$ cat src/rtl/stopwatch_ctrl.sv
// Run/pause/terminal sequencer for the stopwatch BCD counter: P button sync + debounce,
// count-tick divider and mode FSM. Define SW_AUTO_RESTART_EN to re-init on terminal instead of stopping.
module stopwatch_ctrl #(
   parameter int CLK_HZ    = 100_000_000,
   parameter int TICK_HZ   = 100,
   parameter int DB_CYCLES = 1_000_000
) (
   input  logic       clk,
   input  logic       R,
   input  logic       P,
   input  logic [1:0] sel,
   input  logic       tc_up,
   input  logic       tc_dn,
   output logic       cnt_init,
   output logic       init_src,
   output logic       cnt_en,
   output logic       cnt_dir,
   output logic [1:0] state,
   output logic       done
);

   localparam int DIV = CLK_HZ / TICK_HZ;
   localparam int TW  = (DIV > 1) ? $clog2(DIV) : 1;
   localparam int DW  = (DB_CYCLES > 1) ? $clog2(DB_CYCLES) : 1;
   localparam logic [TW-1:0] TICK_LAST = TW'(DIV - 1);
   localparam logic [DW-1:0] DB_LAST   = DW'(DB_CYCLES - 1);

   typedef enum logic [1:0] {
      S_IDLE  = 2'b00,
      S_RUN   = 2'b01,
      S_PAUSE = 2'b10,
      S_DONE  = 2'b11
   } state_t;

   logic [1:0]    r_sync;
   logic          r_db;
   logic [DW-1:0] r_db_cnt;
   logic          r_p_evt;

   state_t        r_state;
   logic          r_cnt_init;
   logic          r_init_src;
   logic          r_cnt_dir;
   logic          r_done;
   logic [TW-1:0] r_tick_cnt;

   logic w_tick;
   logic w_terminal;
   logic w_term_live;

   // Debounced level flips only after DB_CYCLES consecutive disagreeing synced samples.
   always_ff @(posedge clk or posedge R) begin
      if (R) begin
         r_sync   <= 2'b00;
         r_db     <= 1'b0;
         r_db_cnt <= '0;
         r_p_evt  <= 1'b0;
      end else begin
         r_sync  <= {r_sync[0], P};
         r_p_evt <= 1'b0;
         if (r_sync[1] == r_db) begin
            r_db_cnt <= '0;
         end else if (r_db_cnt == DB_LAST) begin
            r_db     <= r_sync[1];
            r_db_cnt <= '0;
            r_p_evt  <= r_sync[1];
         end else begin
            r_db_cnt <= r_db_cnt + DW'(1);
         end
      end
   end

   assign w_tick      = (r_state == S_RUN) && (r_tick_cnt == TICK_LAST);
   assign w_terminal  = (r_cnt_dir & tc_up) | (~r_cnt_dir & tc_dn);
   // tc is stale while the counter is still loading its initial value.
   assign w_term_live = (r_state == S_RUN) & w_terminal & ~r_cnt_init;

   always_ff @(posedge clk or posedge R) begin
      if (R) begin
         r_state    <= S_IDLE;
         r_cnt_init <= 1'b0;
         r_init_src <= 1'b0;
         r_cnt_dir  <= 1'b0;
         r_done     <= 1'b0;
         r_tick_cnt <= '0;
      end else begin
         r_cnt_init <= 1'b0;
`ifdef SW_AUTO_RESTART_EN
         r_done     <= 1'b0;
`endif
         case (r_state)
            S_IDLE: begin
               r_tick_cnt <= '0;
               if (r_p_evt) begin
                  r_state    <= S_RUN;
                  r_cnt_init <= 1'b1;
                  r_cnt_dir  <= ~sel[1];
                  r_init_src <= sel[0];
               end
            end
            S_RUN: begin
               r_tick_cnt <= w_tick ? '0 : r_tick_cnt + TW'(1);
               if (w_term_live) begin
`ifdef SW_AUTO_RESTART_EN
                  r_cnt_init <= 1'b1;
                  r_done     <= 1'b1;
                  r_tick_cnt <= '0;
`else
                  r_state    <= S_DONE;
                  r_done     <= 1'b1;
`endif
               end else if (r_p_evt) begin
                  r_state <= S_PAUSE;
               end
            end
            S_PAUSE: begin
               if (r_p_evt) r_state <= S_RUN;
            end
            S_DONE: begin
               r_tick_cnt <= '0;
               if (r_p_evt) begin
                  r_state <= S_IDLE;
                  r_done  <= 1'b0;
               end
            end
            default: r_state <= S_IDLE;
         endcase
      end
   end

   assign cnt_en   = w_tick & ~w_terminal & ~r_cnt_init;
   assign cnt_init = r_cnt_init;
   assign init_src = r_init_src;
   assign cnt_dir  = r_cnt_dir;
   assign state    = r_state;
   assign done     = r_done;

endmodule
$ cat config.mk
export PLATFORM = sky130hd
export DESIGN_NAME = stopwatch_ctrl
export DESIGN_NICKNAME = d
export VERILOG_FILES = /design/src/rtl/stopwatch_ctrl.sv
export SDC_FILE = /design/constraint.sdc
export NUM_CORES = 1
export LEC_CHECK = 0
export CORE_UTILIZATION = 63
export DETAILED_ROUTE_END_ITERATION = 8
export DONT_BUFFER_PORTS = 1
export PLACE_DENSITY = 0.77
export SKIP_LAST_GASP = 1
export SLEW_MARGIN = 20
export SYNTH_ARGS = -nofsm -noshare
export SYNTH_HDL_FRONTEND = slang
export SYNTH_SLANG_ARGS = --single-unit
$ cat constraint.sdc
create_clock -name clk -period 2.56 [get_ports clk]
set_input_delay 0.384 -clock clk [delete_from_list [all_inputs] [get_ports clk]]
set_output_delay 0.384 -clock clk [all_outputs]
set_load 0.02 [all_outputs]
==> run_results.csv, run 1 <==
group,metric,value,unit
synth,ys_ff_latch,50,
power_and_ir_drop,p_int,1275,uW
worst_setup_path,cp_max_fo,8,
worst_setup_path,r2r-start,"r_tick_cnt[8]",
synth,synth_cell_types,41,
clocking,clockBufferDepth,2,
finish,final_common_cell,"dfrtp_1",
floorplan,dieArea,4380,um2
power_and_ir_drop,ir_worst_vdd,437.6,uV
floorplan,io-pin-count,14,
worst_setup_path,rrSetupSlack,330,ps
power_and_ir_drop,p_leak,0.001175,uW
job,maxCapViolCount,0,
worst_setup_path,arrival,2110,ps
run_status,status,"finished, violations left",
grt,gr-total-overflow,0,
synth,synth_edf_count,0,
place,hpwl,3.536,mm
routing,antenna_left,0,
place,place_inst,324,
routing,wl,5.044,mm
floorplan,core_area,3799,um2
grt,grt_pass1_vias,1908,
synth,synth.area.top_cells,"dfrtp_1 48%, nor2_1 5.2%, xnor2_1 4.1%",
finish,diodes,0,
grt,grt_pass1_wl,8.376,mm
synth,synthesis.nets,290,
worst_setup_path,start_kind,"flip-flop",
power_and_ir_drop,comb_power_share,26.1,%
routing,detail_route.iter0.violations,71,
grt,grt_start_max_net_pins,28,
finish,nets,298,
synth,ys_dominant_reg_cell,"dfrtp_1",
power_and_ir_drop,cellPowerDensity,676.3,nW/um2
worst_hold_path,hold_path_class,"in2async",
clocking,htree_levels,2,
place,routabilityCongestion,0.7802,
timing,setup_viol,0,
power_and_ir_drop,p_sw_share,32.56,%
finish,area_growth,7.715,%
synth,synth_cells,276,
synth,netlist_area,2595,um2
routing,drc,0,
synth,synthArstFlopShare,100.0,%
timing,max_slew.worst_pin.slew,646.6,ps
timing,fmax,401.7,MHz
worst_setup_path,startpoint,"r_tick_cnt[8]",
power_and_ir_drop,p_clk_share,29.2,%
clocking,cts_tree,"yes",
routing,via_per_inst,5.955,
timing,setup-tns-final,0,ps
synth,yosys.area.top_type,"dfrtp_1",
finish,drive_gt1_share,11.23,%
worst_setup_path,worst_r2r_path_depth,5,
timing,slew_violations,0,
routing,routedWlPerCell,15.15,um
routing,vias,1983,
timing,finalClockSkew,18.39,ps
clocking,cts_buffers,5,
clocking,clk_pin_slew,100,ps
worst_setup_path,worstPathRequired,2180,ps
timing,finalCritPeriodShare,97.24,%
grt,antenna_found_initial,0,
floorplan,num_rows,22,
clocking,clk_latency,310,ps
clocking,cts_sinks,50,
floorplan,die_w,66.18,um
synth,synth.avg_cell_area,9.402,um2
worst_setup_path,r2r_end,"r_tick_cnt[16]",
floorplan,die-height,66.18,um
power_and_ir_drop,pwr-share-seq,44.8,%
clocking,ctsHoldBuffers,0,
timing,period_minus_slack,2489,ps
finish,fin_area,2795,um2
finish,most-common-layout-cells,"49 x dfrtp_1, 36 x nor2_1, 23 x nand2_1",
place,place_area,2663,um2
run_status,violations,"negative hold slack",
synth,yosysWarnings,0,
synth,ys_seq_area_share,48.22,%
place,numPortBuffers,0,
power_and_ir_drop,p_switching,615.4,uW
synth,yosys.area.top_type_share,48.22,%
worst_setup_path,crit_type,"reg2out",
finish,final_cells,333,
floorplan,initial_utilization,68.31,%
clocking,ctsRootBufferMaster,"clkbuf_8",
worst_setup_path,worstSetupEndpointType,"output port",
routing,drt_pass1_iterations,4,
timing,slew_headroom,56.79,%
timing,timing_hold_violations_final,16,
grt,grtUsageTotal,25.39,%
timing,rsz0062_at_grt,"no",
timing,holdWs,-17.66,ps
[critical path, cell delays in order, from the launching register on]
cell and delay [ps]:
dfrtp_2 460, or3b_1 380, or4_4 550, nor4_4 240, buf_4 180
[worst max-delay path by stage]
stage                                end  depth (start not counted)
final                             cnt_en                          4
after global routing              cnt_en                          4
after CTS                         cnt_en                          4
after detailed placement          cnt_en                          4
after global placement    r_tick_cnt[16]                          5
after floorplan                   cnt_en                          3
[per-layer routing]
| layer | track usage, % | vias to the layer above | share of wire [%] |
|---|---|---|---|
| li1 | - | 980 | - |
| met1 | 34.97 | 960 | 49 |
| met2 | 40.82 | 38 | 46 |
| met3 | 4.310 | 5 | 3.7 |
| met4 | 8.245 | 0 | 1.2 |
| met5 | 0 | - | 0 |
[metrics by stage]
stage	worst slack (ps)	util, %	total power, uW	hold slack, ps
2_1_floorplan	167.5	-	1277	331.2
3_3_place_gp	393.1	70.09	1336	333.5
3_5_place_dp	357.4	70.09	1348	335.3
4_1_cts	15.10	72.96	1889	1.887
5_1_grt	7.669	73.58	1991	28.32
6_report	70.77	73.58	1890	-17.66
[layout make-up]
| cell class | count | area, um2 |
|---|---|---|
| Clock inverter | 3 | 40.04 |
| Inverter | 14 | 52.55 |
| Sequential cell | 50 | 1252 |
| Fill cell | 277 | 1003 |
| Multi-Input combinational cell | 207 | 1276 |
| Clock buffer | 5 | 68.82 |
| Tap cell | 48 | 60.06 |
| Timing Repair Buffer | 6 | 45.04 |
[power by group through the flow]
| stage | combinational (uW) | sequential (uW) | clock [uW] |
|---|---|---|---|
| after floorplan | 421 | 856 | 0 |
| after global placement | 474 | 862 | 0 |
| after detailed placement | 485 | 863 | 0 |
| after CTS | 490 | 847 | 552 |
| after global routing | 551 | 850 | 590 |
| final | 493 | 846 | 551 |
[repair_timing]
action / in CTS / in global routing
resized for setup: 0 / 3
hold endpoints to repair: 0 / 0
endpoints found under the setup margin: 0 / 1
setup buffers: 0 / 1
[flip-flops by register name (all words and copies together), names as in the netlist]
signal      flops
r_p_evt         1
done            1
r_sync          2
cnt_dir         1
r_db_cnt       20
state           2
r_db            1
cnt_init        1
r_tick_cnt     20
init_src        1
[kinds of logic after synthesis]
logic type / share of synthesized area [%]
adders and majority gates: 3.375
muxes: 2.073
xor gates and xnor gates: 6.413
DFF: 48.22
and+or+nand+nor: 26.81
buffers and inverters: 3.182
AOI/OAI and AO/OA: 9.932
[cell usage after synthesis (all sizes together), types with 7 or more instances]
library cell / number
dfrtp: 50
nor2: 36
nand2: 23
nand3: 19
o21ai: 19
inv: 14
xnor2: 12
or3: 10
a21oi: 9
nand4: 9
nor3: 9
nor4: 8
a21o: 7
ha: 7
xor2: 7
(Power assumes the default switching activity.)
==> run 2, diff against run 1 <==
--- a/config.mk
+++ b/config.mk
@@ -6,6 +6,7 @@
 export NUM_CORES = 1
 export LEC_CHECK = 0
 export CORE_UTILIZATION = 63
+export CTS_CLUSTER_SIZE = 20
 export DETAILED_ROUTE_END_ITERATION = 8
 export DONT_BUFFER_PORTS = 1
 export PLACE_DENSITY = 0.77
==> results of run 2 <==
The final DEF is identical to that of run 1; final timing and power are the same.
==> run 3, diff against run 2 <==
--- a/config.mk
+++ b/config.mk
@@ -5,11 +5,11 @@
 export SDC_FILE = /design/constraint.sdc
 export NUM_CORES = 1
 export LEC_CHECK = 0
-export CORE_UTILIZATION = 63
+export CORE_UTILIZATION = 45
 export CTS_CLUSTER_SIZE = 20
 export DETAILED_ROUTE_END_ITERATION = 8
 export DONT_BUFFER_PORTS = 1
-export PLACE_DENSITY = 0.77
+export PLACE_DENSITY = 0.58
 export SKIP_LAST_GASP = 1
 export SLEW_MARGIN = 20
 export SYNTH_ARGS = -nofsm -noshare
==> run_results.csv, run 3 (same netlist as run 1, synthesis figures left out) <==
group,metric,value,unit
run_status,status,"complete, no violations",
timing,period_minus_slack,2463,ps
clocking,cts_buffers,5,
place,place_inst,350,
clocking,clk_pin_slew,90,ps
grt,use_met1,28.52,%
worst_hold_path,hold_path_class,"in2reg",
worst_setup_path,arrival,2080,ps
routing,vias,1941,
worst_setup_path,worstSetupEndpointType,"output port",
finish,diodes,0,
worst_setup_path,worstPathRequired,2180,ps
timing,slew_headroom,68.07,%
routing,drt_pass1_iterations,4,
grt,use_met2,28.58,%
worst_setup_path,crit_type,"reg2out",
timing,fmax,406.1,MHz
place,place_area,2708,um2
timing,finalCritPeriodShare,96.20,%
grt,grt_busiest_layer,"met2",
grt,grt_pass1_vias,1900,
floorplan,die-height,77.94,um
clocking,cts_sinks,50,
timing,timing_hold_violations_final,0,
routing,antenna_left,0,
routing,detail_route.iter0.violations,80,
finish,area_growth,9.113,%
clocking,htree_levels,2,
finish,fin_area,2831,um2
grt,antenna_found_initial,0,
place,pre_cts_ws,339.0,ps
finish,fillers,527,
power_and_ir_drop,p_clk_share,26.0,%
floorplan,dieArea,6075,um2
clocking,ctsRootBufferMaster,"clkbuf_8",
clocking,clk_latency,300,ps
routing,drc,0,
worst_setup_path,cp_max_fo,8,
finish,drive_gt1_share,11.76,%
place,hpwl,3.591,mm
power_and_ir_drop,pwr-share-seq,45.9,%
power_and_ir_drop,p_leak,0.001182,uW
finish,regArea,1252,um2
clocking,clockBufferDepth,2,
clocking,cts_tree,"yes",
timing,setup_viol,0,
floorplan,io-pin-count,14,
power_and_ir_drop,cellPowerDensity,650.2,nW/um2
power_and_ir_drop,p_sw_share,33.78,%
worst_setup_path,start_kind,"flip-flop",
routing,routedWlPerCell,14.12,um
power_and_ir_drop,p_int,1219,uW
floorplan,num_rows,27,
grt,grt_start_max_net_pins,23,
timing,slew_violations,0,
routing,wl,5.098,mm
finish,most-common-layout-cells,"49 x dfrtp_1, 36 x nor2_1, 23 x nand2_1",
place,routabilityCongestion,0.7701,
finish,reg.largest.list,"r_db_cnt (20), r_tick_cnt (20)",
finish,final_cells,361,
floorplan,initial_utilization,46.84,%
timing,setup-tns-final,0,ps
finish,final_common_cell,"dfrtp_1",
power_and_ir_drop,ir_worst_vdd,396.8,uV
grt,grt_pass1_wl,9.218,mm
finish,nets,302,
timing,rsz0062_at_grt,"no",
grt,grt_util_met3,4.353,%
floorplan,die_w,77.94,um
power_and_ir_drop,comb_power_share,28.1,%
job,maxCapViolCount,0,
timing,setup_slack,97.26,ps
finish,multi_input_area,1267,um2
timing,max_slew.worst_pin.slew,475.3,ps
grt,grtUsageTotal,19.48,%
power_and_ir_drop,p_switching,621.9,uW
place,numPortBuffers,0,
grt,gr-total-overflow,0,
floorplan,core_area,5540,um2
timing,finalClockSkew,8.827,ps
routing,via_per_inst,5.377,
[run 3: final timing paths]
kind | start | to | slack (ps) | cells past startpoint
setup / recovery | r_tick_cnt[8] | cnt_en | 100 | 4
hold / removal | P | r_sync[0] | 100 | 0
setup reg to reg | r_tick_cnt[8] | r_tick_cnt[16] | 340 | 5
hold reg to reg | r_sync[0] | r_sync[1] | 360 | 0
max in group asynchronous | R | r_tick_cnt[8] | 1410 | 3
min in group asynchronous | R | done | 540 | 2
[run 3: power groups by stage]
stage	clock, uW	combinational (uW)	sequential, uW
final	478	517	846
after global routing	525	592	850
after CTS	489	522	846
after detailed placement	0	517	862
after global placement	0	510	861
after floorplan	0	421	856
[run 3: worst max-delay path, cell delays in order (launching register included)]
cell	delay, ps
dfrtp_2	460
or3b_1	380
or4_4	530
nor4_2	230
buf_4	180
[run 3: per-stage QoR]
stage / power, uW / hold WS [ps] / util (%)
2_1_floorplan: 1277 / 331.2 / -
3_3_place_gp: 1371 / 308.0 / 48.87
3_5_place_dp: 1379 / 311.7 / 48.87
4_1_cts: 1857 / 92.26 / 50.70
5_1_grt: 1968 / 81.09 / 51.11
6_report: 1841 / 102.6 / 51.11
[run 3: metal layers]
metal / wire length, um / share of wire (%)
met4: 66 / 1.3
met3: 137 / 2.7
met2: 2206 / 43
met1: 2687 / 53
met5: 0 / 0
[run 3: final cells by class]
| cell class | instances | share of cell area (%) |
|---|---|---|
| clock buffer | 7 | 3.049 |
| clock inverter | 1 | 0.1768 |
| timing repair buffer | 10 | 2.740 |
| inverter | 14 | 1.856 |
| sequential | 50 | 44.23 |
| tap | 72 | 3.182 |
| multi-input combinational | 207 | 44.76 |
[run 3: repair_timing]
item                                    CTS  global route
setup buffers                             0             2
hold endpoints to repair                 19             0
gates resized for setup                   0             2
hold buffers                              1             0
endpoints found under the setup margin    0             1
